===== config.mk =====
export PLATFORM = sky130hd
export DESIGN_NAME = delivery_frame_tx
export DESIGN_NICKNAME = d
export VERILOG_FILES = /design/src/rtl/delivery_frame_tx.sv
export SDC_FILE = /design/constraint.sdc
export NUM_CORES = 1
export LEC_CHECK = 0
export CAP_MARGIN = 20
export CORE_AREA = 2 2 409 411
export CTS_CLUSTER_DIAMETER = 80
export CTS_CLUSTER_SIZE = 16
export DETAILED_ROUTE_END_ITERATION = 10
export DIE_AREA = 0 0 411 413
export DONT_BUFFER_PORTS = 1
export HOLD_SLACK_MARGIN = 0.1
export MAX_ROUTING_LAYER = met4
export PLACE_DENSITY = 0.3
export SYNTH_ARGS = -nofsm -noshare
export SYNTH_HDL_FRONTEND = slang
export SYNTH_SLANG_ARGS = --single-unit

===== constraint.sdc =====
create_clock -name clock -period 4.87 [get_ports clock]
set_input_delay 0.487 -clock clock [delete_from_list [all_inputs] [get_ports clock]]
set_output_delay 0.487 -clock clock [all_outputs]
set_load 0.02 [all_outputs]

===== src/rtl/delivery_frame_tx.sv =====
// delivery_frame_tx: snapshots the visible delivery game state on a start
// pulse and streams it as a byte frame over a valid/ready handshake.
// Frame: HEADER, status {game_over, score, player}, ROWS row bytes
// {objective, obstacle}, and an optional XOR checksum byte.
// Optional feature macro: DELIVERY_FRAME_CHECKSUM_EN (adds the checksum byte).
`timescale 1ns/1ps

module delivery_frame_tx #(
   parameter int          ROWS   = 24,
   parameter logic [7:0]  HEADER = 8'hA5,
   parameter int          CNT_W  = 7
) (
   input  logic         clock,
   input  logic         reset,
   input  logic         start,
   input  logic [511:0] map_obstacles,
   input  logic [511:0] map_objectives,
   input  logic [3:0]   player_position,
   input  logic [2:0]   pontuacao,
   input  logic         game_over,
   output logic [7:0]   tx_data,
   output logic         tx_valid,
   input  logic         tx_ready,
   output logic         busy,
   output logic         frame_done,
   output logic [7:0]   frames_dropped
);

   localparam int SNAP_W = ROWS * 4;
   localparam int IDX_W  = $clog2(SNAP_W);

   typedef enum logic [2:0] {IDLE, HDR, STAT, ROW, CKS} state_t;

   state_t            state_q, state_d;
   logic [CNT_W-1:0]  row_idx_q;
   logic [SNAP_W-1:0] obs_snap_q, obj_snap_q;
   logic [3:0]        player_snap_q;
   logic [2:0]        score_snap_q;
   logic              over_snap_q;
   logic              frame_done_q;
   logic [7:0]        drop_cnt_q;

   logic              handshake;
   logic              accept_start;
   logic              last_row;
   logic              final_byte;
   logic [IDX_W-1:0]  bit_idx;

   assign handshake    = tx_valid && tx_ready;
   assign accept_start = start && (state_q == IDLE);
   assign last_row     = (row_idx_q == CNT_W'(ROWS - 1));
   assign bit_idx      = IDX_W'({row_idx_q, 2'b00});

`ifdef DELIVERY_FRAME_CHECKSUM_EN
   logic [7:0] cks_q;

   // Running XOR of every byte already handed to the sink in this frame
   always_ff @(posedge clock) begin
      if (reset)
         cks_q <= 8'h00;
      else if (accept_start)
         cks_q <= 8'h00;
      else if (handshake)
         cks_q <= cks_q ^ tx_data;
   end

   assign final_byte = (state_q == CKS);
`else
   assign final_byte = (state_q == ROW) && last_row;
`endif

   // Map bits beyond the transmitted rows are intentionally ignored
   generate
      if (SNAP_W < 512) begin : g_unused_rows
         logic unused_map_hi;
         assign unused_map_hi = ^{map_obstacles[511:SNAP_W], map_objectives[511:SNAP_W]};
      end
   endgenerate

   // State register
   always_ff @(posedge clock) begin
      if (reset)
         state_q <= IDLE;
      else
         state_q <= state_d;
   end

   // Next-state: advance only on a handshake so data holds under backpressure
   always_comb begin
      state_d = state_q;
      case (state_q)
         IDLE: if (start) state_d = HDR;
         HDR:  if (handshake) state_d = STAT;
         STAT: if (handshake) state_d = ROW;
         ROW: begin
            if (handshake && last_row) begin
`ifdef DELIVERY_FRAME_CHECKSUM_EN
               state_d = CKS;
`else
               state_d = IDLE;
`endif
            end
         end
         CKS:  if (handshake) state_d = IDLE;
         default: state_d = IDLE;
      endcase
   end

   // Output decode: byte selection driven purely by state and snapshot
   always_comb begin
      tx_data  = 8'h00;
      tx_valid = (state_q != IDLE);
      busy     = (state_q != IDLE);
      case (state_q)
         HDR:  tx_data = HEADER;
         STAT: tx_data = {over_snap_q, score_snap_q, player_snap_q};
         ROW:  tx_data = {obj_snap_q[bit_idx +: 4], obs_snap_q[bit_idx +: 4]};
`ifdef DELIVERY_FRAME_CHECKSUM_EN
         CKS:  tx_data = cks_q;
`endif
         default: tx_data = 8'h00;
      endcase
   end

   // Snapshot capture on an accepted start; row index walks the snapshot
   always_ff @(posedge clock) begin
      if (reset) begin
         obs_snap_q    <= '0;
         obj_snap_q    <= '0;
         player_snap_q <= '0;
         score_snap_q  <= '0;
         over_snap_q   <= 1'b0;
         row_idx_q     <= '0;
      end else begin
         if (accept_start) begin
            obs_snap_q    <= map_obstacles[SNAP_W-1:0];
            obj_snap_q    <= map_objectives[SNAP_W-1:0];
            player_snap_q <= player_position;
            score_snap_q  <= pontuacao;
            over_snap_q   <= game_over;
         end
         if (state_q == STAT && handshake)
            row_idx_q <= '0;
         else if (state_q == ROW && handshake)
            row_idx_q <= row_idx_q + 1'b1;
      end
   end

   // Completion pulse and saturating count of starts ignored while busy
   always_ff @(posedge clock) begin
      if (reset) begin
         frame_done_q <= 1'b0;
         drop_cnt_q   <= 8'h00;
      end else begin
         frame_done_q <= handshake && final_byte;
         if (start && busy && (drop_cnt_q != 8'hFF))
            drop_cnt_q <= drop_cnt_q + 8'h01;
      end
   end

   assign frame_done     = frame_done_q;
   assign frames_dropped = drop_cnt_q;

endmodule


==> qor.yml, run 1 <==
p_per_area_nw_per_um2: 415
synth_top_cell_area_share_pct: 46.2
htreeDepth: 1
die_area_um2: 170000
crit_path_start_kind: "flip-flop"
vias: 8499
max_freq_mhz: 250
p_clk_share_pct: 35.1
hp-class: "input pin to flip-flop"
max_slew_margin_pct: 16.7
drtPass1Iterations: 5
synthArstFlopShare_pct: 0
synth_area_um2: 9440
finalCritPeriodShare_pct: 82.1
initial_core_util_pct: 5.69
yosysTopAreaCell: "dfxtp_1"
syn_avg_cell_area_um2: 8.26
yosysMostFrequentCell: "nand2_1"
grt_pass1_wl_mm: 67.9
slew_violations: 0
cts_setup_buffers: 0
grt_pass1_vias: 8750
layout_min_cycle_time_ns: 4.00
clk_root_buffer_cell: "clkbuf_16"
path_buf_inv: 0
yosys-top-cells-count: "nand2_1, a21oi_1, dfxtp_1"
pin_count: 1055
synth_seq_area_share_pct: 46.2
setup_tns_ns: 0
tritoncts: "yes"
ctsHoldBuffers: 201
antenna_found_initial: 30
internal_power_w: 0.00382
drive_above_1_share_pct: 8.01
grt-ovfl-total: 0
seq_power_share_pct: 36.7
power.share.combinational_pct: 28.3
clkSlewWorstSetupHoldPaths_ns: 0.07
routed_via_density: 2.41
grt_usage_pct: 5.80
p_total_w: 0.00620
synth_edf_count: 0
synth_ff_type: "dfxtp_1"
slowest_stage: "nor3_1"
drcViolationCount: 0
cpLargestDelayFamily: "compound AO/OA/AOI/OAI gates"
netSwitchingFraction_pct: 38.5
routed_wl_mm: 49.4
yosys_warnings: 0
critPathArrivalTime_ns: 3.51
seq_area_um2: 4370
place_congestion: 0.701
area_growth_pct: 58.5
ir_drop_mv: 0.221
drt_iter0_markers: 439
ant_nets: 0
status: "completed"
clock-sinks: 218
max_cap_viol_count: 0
finalHoldWorstSlack_ns: 0.152
insertion_delay_ns: 0.59
hold_violations: 0
required_ns: 4.38
nNetsFinal: 2338
multiInputGateArea_um2: 4670
post_cts_resized: 0
die_w_um: 411
yosysUniqueCellTypes: 47
numCtsBuffers: 26
syn_nets: 2185
path_class: "flip-flop to output port"
fin_skew_ns: 0.0222
dp.cells: 3270
fp.coreArea_um2: 166000
p_sw_w: 0.00238
num_rows: 150
max-clock-path-buffers: 3
total_leakage_power_nw: 4.52
syn_inst: 1142
crit_chain: "mux4_2, a22o_1, nor3_1, a31oi_1"
grt_max_degree: 211
synth_area_leaders: "dfxtp_1, nand2_1, a21oi_1, mux4_2, clkbuf_1"
setup_viol: 0
tightest_slew_ns: 1.25
rsz0062_at_grt: "no"
path_max_fanout: 17
die_y_um: 413
ys_seq_elements: 218
dp_hpwl_mm: 36.1
routedWlPerCell_um: 14.0
numPortBuffers: 0
instances_no_fill: 3533
end_kind: "output port"
max_stage_delay_ns: 0.79
nFillCells: 19400
==> layer usage <==
metal / part of all wire, % / wire (um) / vias up / GRT usage (%)
li1: - / - / 4223 / -
met1: 50 / 24500 / 4001 / 7.95
met2: 42 / 20700 / 229 / 8.25
met3: 6.7 / 3290 / 46 / 1.83
met4: 1.9 / 938 / 0 / 1.16
met5: 0 / 0 / - / -
==> area by class of cell <==
| cell class | count | share of cell area [%] |
|---|---|---|
| Inverter | 8 | 0.201 |
| Tap cell | 2204 | 18.4 |
| Timing Repair Buffer | 213 | 14.5 |
| Clock buffer | 27 | 4.52 |
| Sequential cell | 218 | 29.2 |
| Antenna cell | 18 | 0.301 |
| Clock inverter | 17 | 1.58 |
| Multi-Input combinational cell | 828 | 31.2 |
==> worst reg2reg max path, delay by kind of cell, from the launching register on <==
family	cells	cell delay [ns]
DFF	1	0.50
and+or+nand+nor	2	0.81
AOI/OAI and AO/OA	1	0.17
adders and majority gates	1	0.44
buffers and inverters	3	1.29
==> metrics by stage <==
step | utilization [%] | instance area (um^2) | setup WS [ns]
global route | 9.01 | 15000 | 0.666
global placement | 7.21 | 12000 | 1.36
floorplan | - | 9440 | 2.58
CTS | 8.99 | 14900 | 0.679
detailed placement | 7.21 | 12000 | 1.36
finish | 9.02 | 15000 | 0.870
==> power by group through the flow <==
stage               Combinational [W]  Sequential [W]  Clock (W)
floorplan                     0.00106         0.00225          0
global placement              0.00165         0.00231          0
detailed placement            0.00165         0.00232          0
CTS                           0.00184         0.00228    0.00228
global route                  0.00200         0.00232    0.00235
finish                        0.00175         0.00227    0.00217
==> logic make-up after synthesis <==
logic type / Yosys count / synth area share (%)
muxes: 65 / 12.2
DFF: 218 / 46.2
buffers and inverters: 96 / 4.44
xor gates and xnor gates: 6 / 0.557
and+or+nand+nor: 495 / 21.2
AOI/OAI and AO/OA: 255 / 14.5
adders and majority gates: 7 / 0.928
==> path summary, 6_finish.rpt <==
path	from	slack [ns]	cells after the start	to
max	row_idx_q[0]	0.87	4	tx_data[7]
min	start	0.15	2	state_q[0]
max reg2reg	state_q[1]	1.62	7	obs_snap_q[76]
min reg2reg	obs_snap_q[34]	0.45	2	obs_snap_q[34]
==> cell usage in the layout, fill, tap and decap left out, types with 4 or more instances in the layout <==
master,n
a211oi_1,5
a21oi_1,218
a22oi_1,4
and2_1,4
buf_12,4
buf_4,8
clkbuf_16,27
dfxtp_1,215
diode_2,18
dlygate4sd3_1,200
ha_1,7
inv_1,7
mux2i_1,25
mux4_2,40
nand2_1,422
nand2b_1,5
nand3_1,7
nor2_1,13
nor2b_1,5
nor3_1,10
nor4_1,9
o211ai_1,4
o22ai_1,5
or3_1,9
xnor2_1,4
==> sequential cells by signal (all words and copies together), names as in the netlist <==
signal	count
obj_snap_q	96
row_idx_q	7
over_snap_q	1
state_q	2
frames_dropped	8
obs_snap_q	96
score_snap_q	3
frame_done	1
player_snap_q	4
Note: power is estimated with default switching activity, not from simulation.
==> inputs of run 2 (changes only) <==
Clock period 4.87 ns to 3.8 ns, I/O delays scaled along.
==> run 2 against run 1 <==
Compared with the run above: hold slack worse by 0.016 ns; die area unchanged; non-clock buffer count up 29; first-iteration DRC count up 6.4%; via count up 2.8%; largest cell class unchanged.
==> qor.yml, run 2 (same netlist as run 1, synthesis figures left out) <==
final_common_cell: "nand2_1"
antenna_found_initial: 21
place_congestion: 0.696
numCtsBuffers: 25
grt_pass1_vias: 8757
die_w_um: 411
worstHoldStart: "reset"
pin_count: 1055
reg2reg_depth: 7
p_per_area_nw_per_um2: 522
fin_skew_ns: 0.0346
die_area_um2: 170000
hold_depth: 3
status: "completed"
max_stage_delay_ns: 0.84
nNetsFinal: 2366
insertion_delay_ns: 0.59
nFillCells: 19500
final_cell_mix: "nand2_1, a21oi_1, dfxtp_1"
ir_drop_mv: 0.289
total_leakage_power_nw: 4.65
dp_hpwl_mm: 36.7
drive_above_1_share_pct: 9.63
crit_chain: "mux4_2, a22oi_1, buf_4, a211oi_1, buf_4, or3_1"
max_freq_mhz: 278
rr_startpoint: "state_q[1]"
hold_violations: 0
max_slew_margin_pct: 19.0
numPortBuffers: 0
hold-path-endpoint: "state_q[1]"
slowest_stage: "dfxtp_4"
num_rows: 150
die_y_um: 413
max_cap_viol_count: 0
timing.rr.end: "obs_snap_q[73]"
fp.coreArea_um2: 166000
tritoncts: "yes"
critPathArrivalTime_ns: 3.22
drt_iter0_markers: 467
grt_usage_pct: 5.74
clk_root_buffer_cell: "clkbuf_16"
initial_core_util_pct: 5.69
path_class: "flip-flop to output port"
slew_violations: 0
area_growth_pct: 60.8
fin_util_pct: 9.15
crit_path_start_kind: "flip-flop"
setup_tns_ns: 0
finalCritPeriodShare_pct: 94.6
required_ns: 3.42
ant_nets: 0
hp-class: "input pin to flip-flop"
cpMostUsedCell: "buf_4"
max-clock-path-buffers: 3
r2r_slack_ns: 0.65
layout_min_cycle_time_ns: 3.60
grt-ovfl-total: 0
drcViolationCount: 0
grt_pass1_wl_mm: 67.5
tightest_slew_ns: 1.22
routed_via_density: 2.46
end_kind: "output port"
vias: 8733
grt_max_degree: 207
htreeDepth: 1
setup_viol: 0
clock-sinks: 218
routedWlPerCell_um: 13.9
rsz0062_at_grt: "no"
drtPass1Iterations: 4
path_max_fanout: 29
routed_wl_mm: 49.5
clkSlewWorstSetupHoldPaths_ns: 0.08
==> run 2: changes by cell type in the layout (fill, tap and decap cells not counted), sizes merged, moves of 2 or more <==
cell         previous run  this run
bufinv                  2         0
dlygate4sd3           200       203
diode                  18        11
clkinvlp                0         3
inv                    17        14
buf                    13        39
clkbuf                 27        29
==> run 2: per-stage QoR <==
step	worst slack, ns	area [um^2]	instances	power (W)	hold slack (ns)
detailed placement	0.598	12200	3294	0.00523	0.438
global route	0.0225	15200	3550	0.00847	0.132
floorplan	1.61	9440	1142	0.00424	0.432
global placement	0.616	12200	3294	0.00521	0.437
CTS	0.0599	15100	3543	0.00818	0.113
finish	0.204	15200	3554	0.00792	0.136
==> run 2: worst max path at each step <==
stage / slack [ns] / from / end
final: 0.20 / row_idx_q[1] / tx_data[4]
after global routing: 0.02 / state_q[1] / tx_data[2]
after CTS: 0.06 / row_idx_q[1] / tx_data[4]
after detailed placement: 0.60 / row_idx_q[0] / tx_data[1]
after global placement: 0.62 / row_idx_q[0] / tx_data[1]
after floorplan: 1.61 / row_idx_q[0] / tx_data[6]
==> run 2: layer usage <==
layer | GRT usage, % | share of wire [%] | vias up
met1 | 7.91 | 49 | 4201
met2 | 8.39 | 42 | 218
met4 | 0.985 | 1.9 | 0
met5 | - | 0 | -
met3 | 1.58 | 6.7 | 44
li1 | - | - | 4270
==> run 2: critical path: cells and delay by family, from the launching register on <==
kind                   cells  cell delay [ns]
and+or+nand+nor            1             0.57
buffers and inverters      2             0.39
DFF                        1             0.84
muxes                      1             0.47
AOI/OAI and AO/OA          2             0.33
==> run 2: repair_timing <==
item | in CTS | in global routing
setup buffers | 2 | 0
endpoints found under the setup margin | 3 | 0
hold endpoints to repair | 211 | 0
resized for setup | 1 | 0
hold buffers | 204 | 0
==> run 2: cell type report <==
| cell class | count | area [um^2] | area share, % |
|---|---|---|---|
| clock inverters | 14 | 181 | 1.20 |
| diodes | 11 | 27.5 | 0.181 |
| repair buffers | 242 | 2460 | 16.2 |
| multi-input cells | 828 | 4670 | 30.8 |
| inverters | 8 | 30.0 | 0.198 |
| clock buffers | 29 | 672 | 4.43 |
| flip-flops and latches | 218 | 4370 | 28.8 |
| well taps | 2204 | 2760 | 18.2 |
==> run 2: report_power, final <==
group,internal [W],switching [W],leakage (nW)
logic,0.000842,0.00158,2.45
registers,0.00268,0.000226,1.79
clock network,0.00134,0.00125,0.404
total,0.00486,0.00306,4.65
==> inputs of run 3 (changes only) <==
Settings changed: RECOVER_POWER from default to 50.
==> run 3 against run 2 <==
Compared with the run above: sequential share of layout area rose by 0.064 points; clock power about the same; register-to-register slack worse by 0.28 ns; non-clock buffer count did not move; maximum frequency up 0.32%; core utilization about the same; critical path type unchanged.
==> qor.yml, run 3 (same netlist as run 1, synthesis figures left out) <==
status: "completed"
final_cell_mix: "nand2_1, a21oi_1, dfxtp_1"
tightest_slew_ns: 1.39
max-clock-path-buffers: 3
fp.coreArea_um2: 166000
drt_iter0_markers: 473
clock-sinks: 218
dp_hpwl_mm: 36.7
final_common_cell: "nand2_1"
vias: 8744
clk_root_buffer_cell: "clkbuf_16"
finalHoldWorstSlack_ns: 0.139
pin_count: 1055
routedWlPerCell_um: 13.9
place_congestion: 0.696
critPathArrivalTime_ns: 3.20
fin_skew_ns: 0.0351
nFillCells: 19500
total_leakage_power_nw: 4.63
crit_path_start_kind: "flip-flop"
routed_via_density: 2.46
required_ns: 3.42
die_w_um: 411
hp-class: "input pin to flip-flop"
multiInputGateArea_um2: 4670
grt_max_degree: 207
max_cap_viol_count: 0
die_y_um: 413
end_kind: "output port"
die_area_um2: 170000
slew_violations: 0
p_total_w: 0.00788
drcViolationCount: 0
numPortBuffers: 0
insertion_delay_ns: 0.60
p_per_area_nw_per_um2: 521
drive_above_1_share_pct: 9.48
max_freq_mhz: 279
clkSlewWorstSetupHoldPaths_ns: 0.08
initial_core_util_pct: 5.69
antenna_found_initial: 21
tritoncts: "yes"
grt_usage_pct: 5.74
max_slew_margin_pct: 7.40
finalCritPeriodShare_pct: 94.3
ir_drop_mv: 0.289
routed_wl_mm: 49.5
rsz0062_at_grt: "no"
setup_tns_ns: 0
ant_nets: 0
seq_area_um2: 4370
hold_violations: 0
area_growth_pct: 60.4
path_class: "flip-flop to output port"
grt_pass1_wl_mm: 67.5
nNetsFinal: 2366
layout_min_cycle_time_ns: 3.58
htreeDepth: 1
setup_viol: 0
path_max_fanout: 29
grt-ovfl-total: 0
num_rows: 150
numCtsBuffers: 25
drtPass1Iterations: 4
grt_pass1_vias: 8757
## run 3: changes by cell type in the layout (fill, tap and decap cells not counted), sizes merged
| cell | delta |
|---|---|
| diode | +1 |
| clkbuf | +4 |
| buf | -4 |
## run 3: area by class of cell
type / instances / share of cell area [%]
clock inverters: 14 / 1.20
clock buffers: 29 / 4.44
repair buffers: 242 / 16.0
multi-input cells: 828 / 30.9
flip-flops and latches: 218 / 28.9
inverters: 8 / 0.198
well taps: 2204 / 18.2
diodes: 12 / 0.198
## run 3: critical path, cell delays in order (launching register included)
cell	delay (ns)
dfxtp_4	0.84
mux4_2	0.47
a22oi_1	0.25
buf_4	0.18
a211oi_1	0.08
buf_4	0.20
or3_1	0.57
## run 3: through the flow
step	util (%)	setup WS (ns)	cell area, um^2	std cells
floorplan	-	1.61	9440	1142
global route	9.12	0.0225	15100	3550
finish	9.13	0.216	15100	3555
detailed placement	7.35	0.598	12200	3294
global placement	7.35	0.616	12200	3294
CTS	9.13	0.0599	15100	3543
## run 3: timing repair
action / in CTS / in global routing
hold buffers: 204 / 0
buffers inserted: 2 / 0
setup endpoints to repair: 3 / 0
endpoints found under the hold margin: 211 / 0
resized for setup: 1 / 0
## run 3: path summary, 6_finish.rpt
kind | start | to | slack, ns | cells past startpoint
worst max-delay path | row_idx_q[1] | tx_data[4] | 0.22 | 6
worst min-delay path | reset | state_q[1] | 0.14 | 3
worst max register to register | state_q[1] | obs_snap_q[73] | 0.37 | 7
worst min register to register | obj_snap_q[89] | obj_snap_q[89] | 0.45 | 2
## run 3: report_power, final
part | total (W) | switching, W | internal [W] | leakage (nW)
clock | 0.00259 | 0.00125 | 0.00134 | 0.404
combinational | 0.00238 | 0.00157 | 0.000812 | 2.43
sequential | 0.00291 | 0.000225 | 0.00268 | 1.79
total | 0.00788 | 0.00305 | 0.00483 | 4.63
## run 3: metal layers
metal / vias up / wire length [um] / global-route usage (%)
met5: - / 0 / -
met4: 0 / 866 / 0.985
met3: 42 / 3320 / 1.58
met2: 222 / 21100 / 8.39
met1: 4207 / 24100 / 7.91
li1: 4273 / - / -
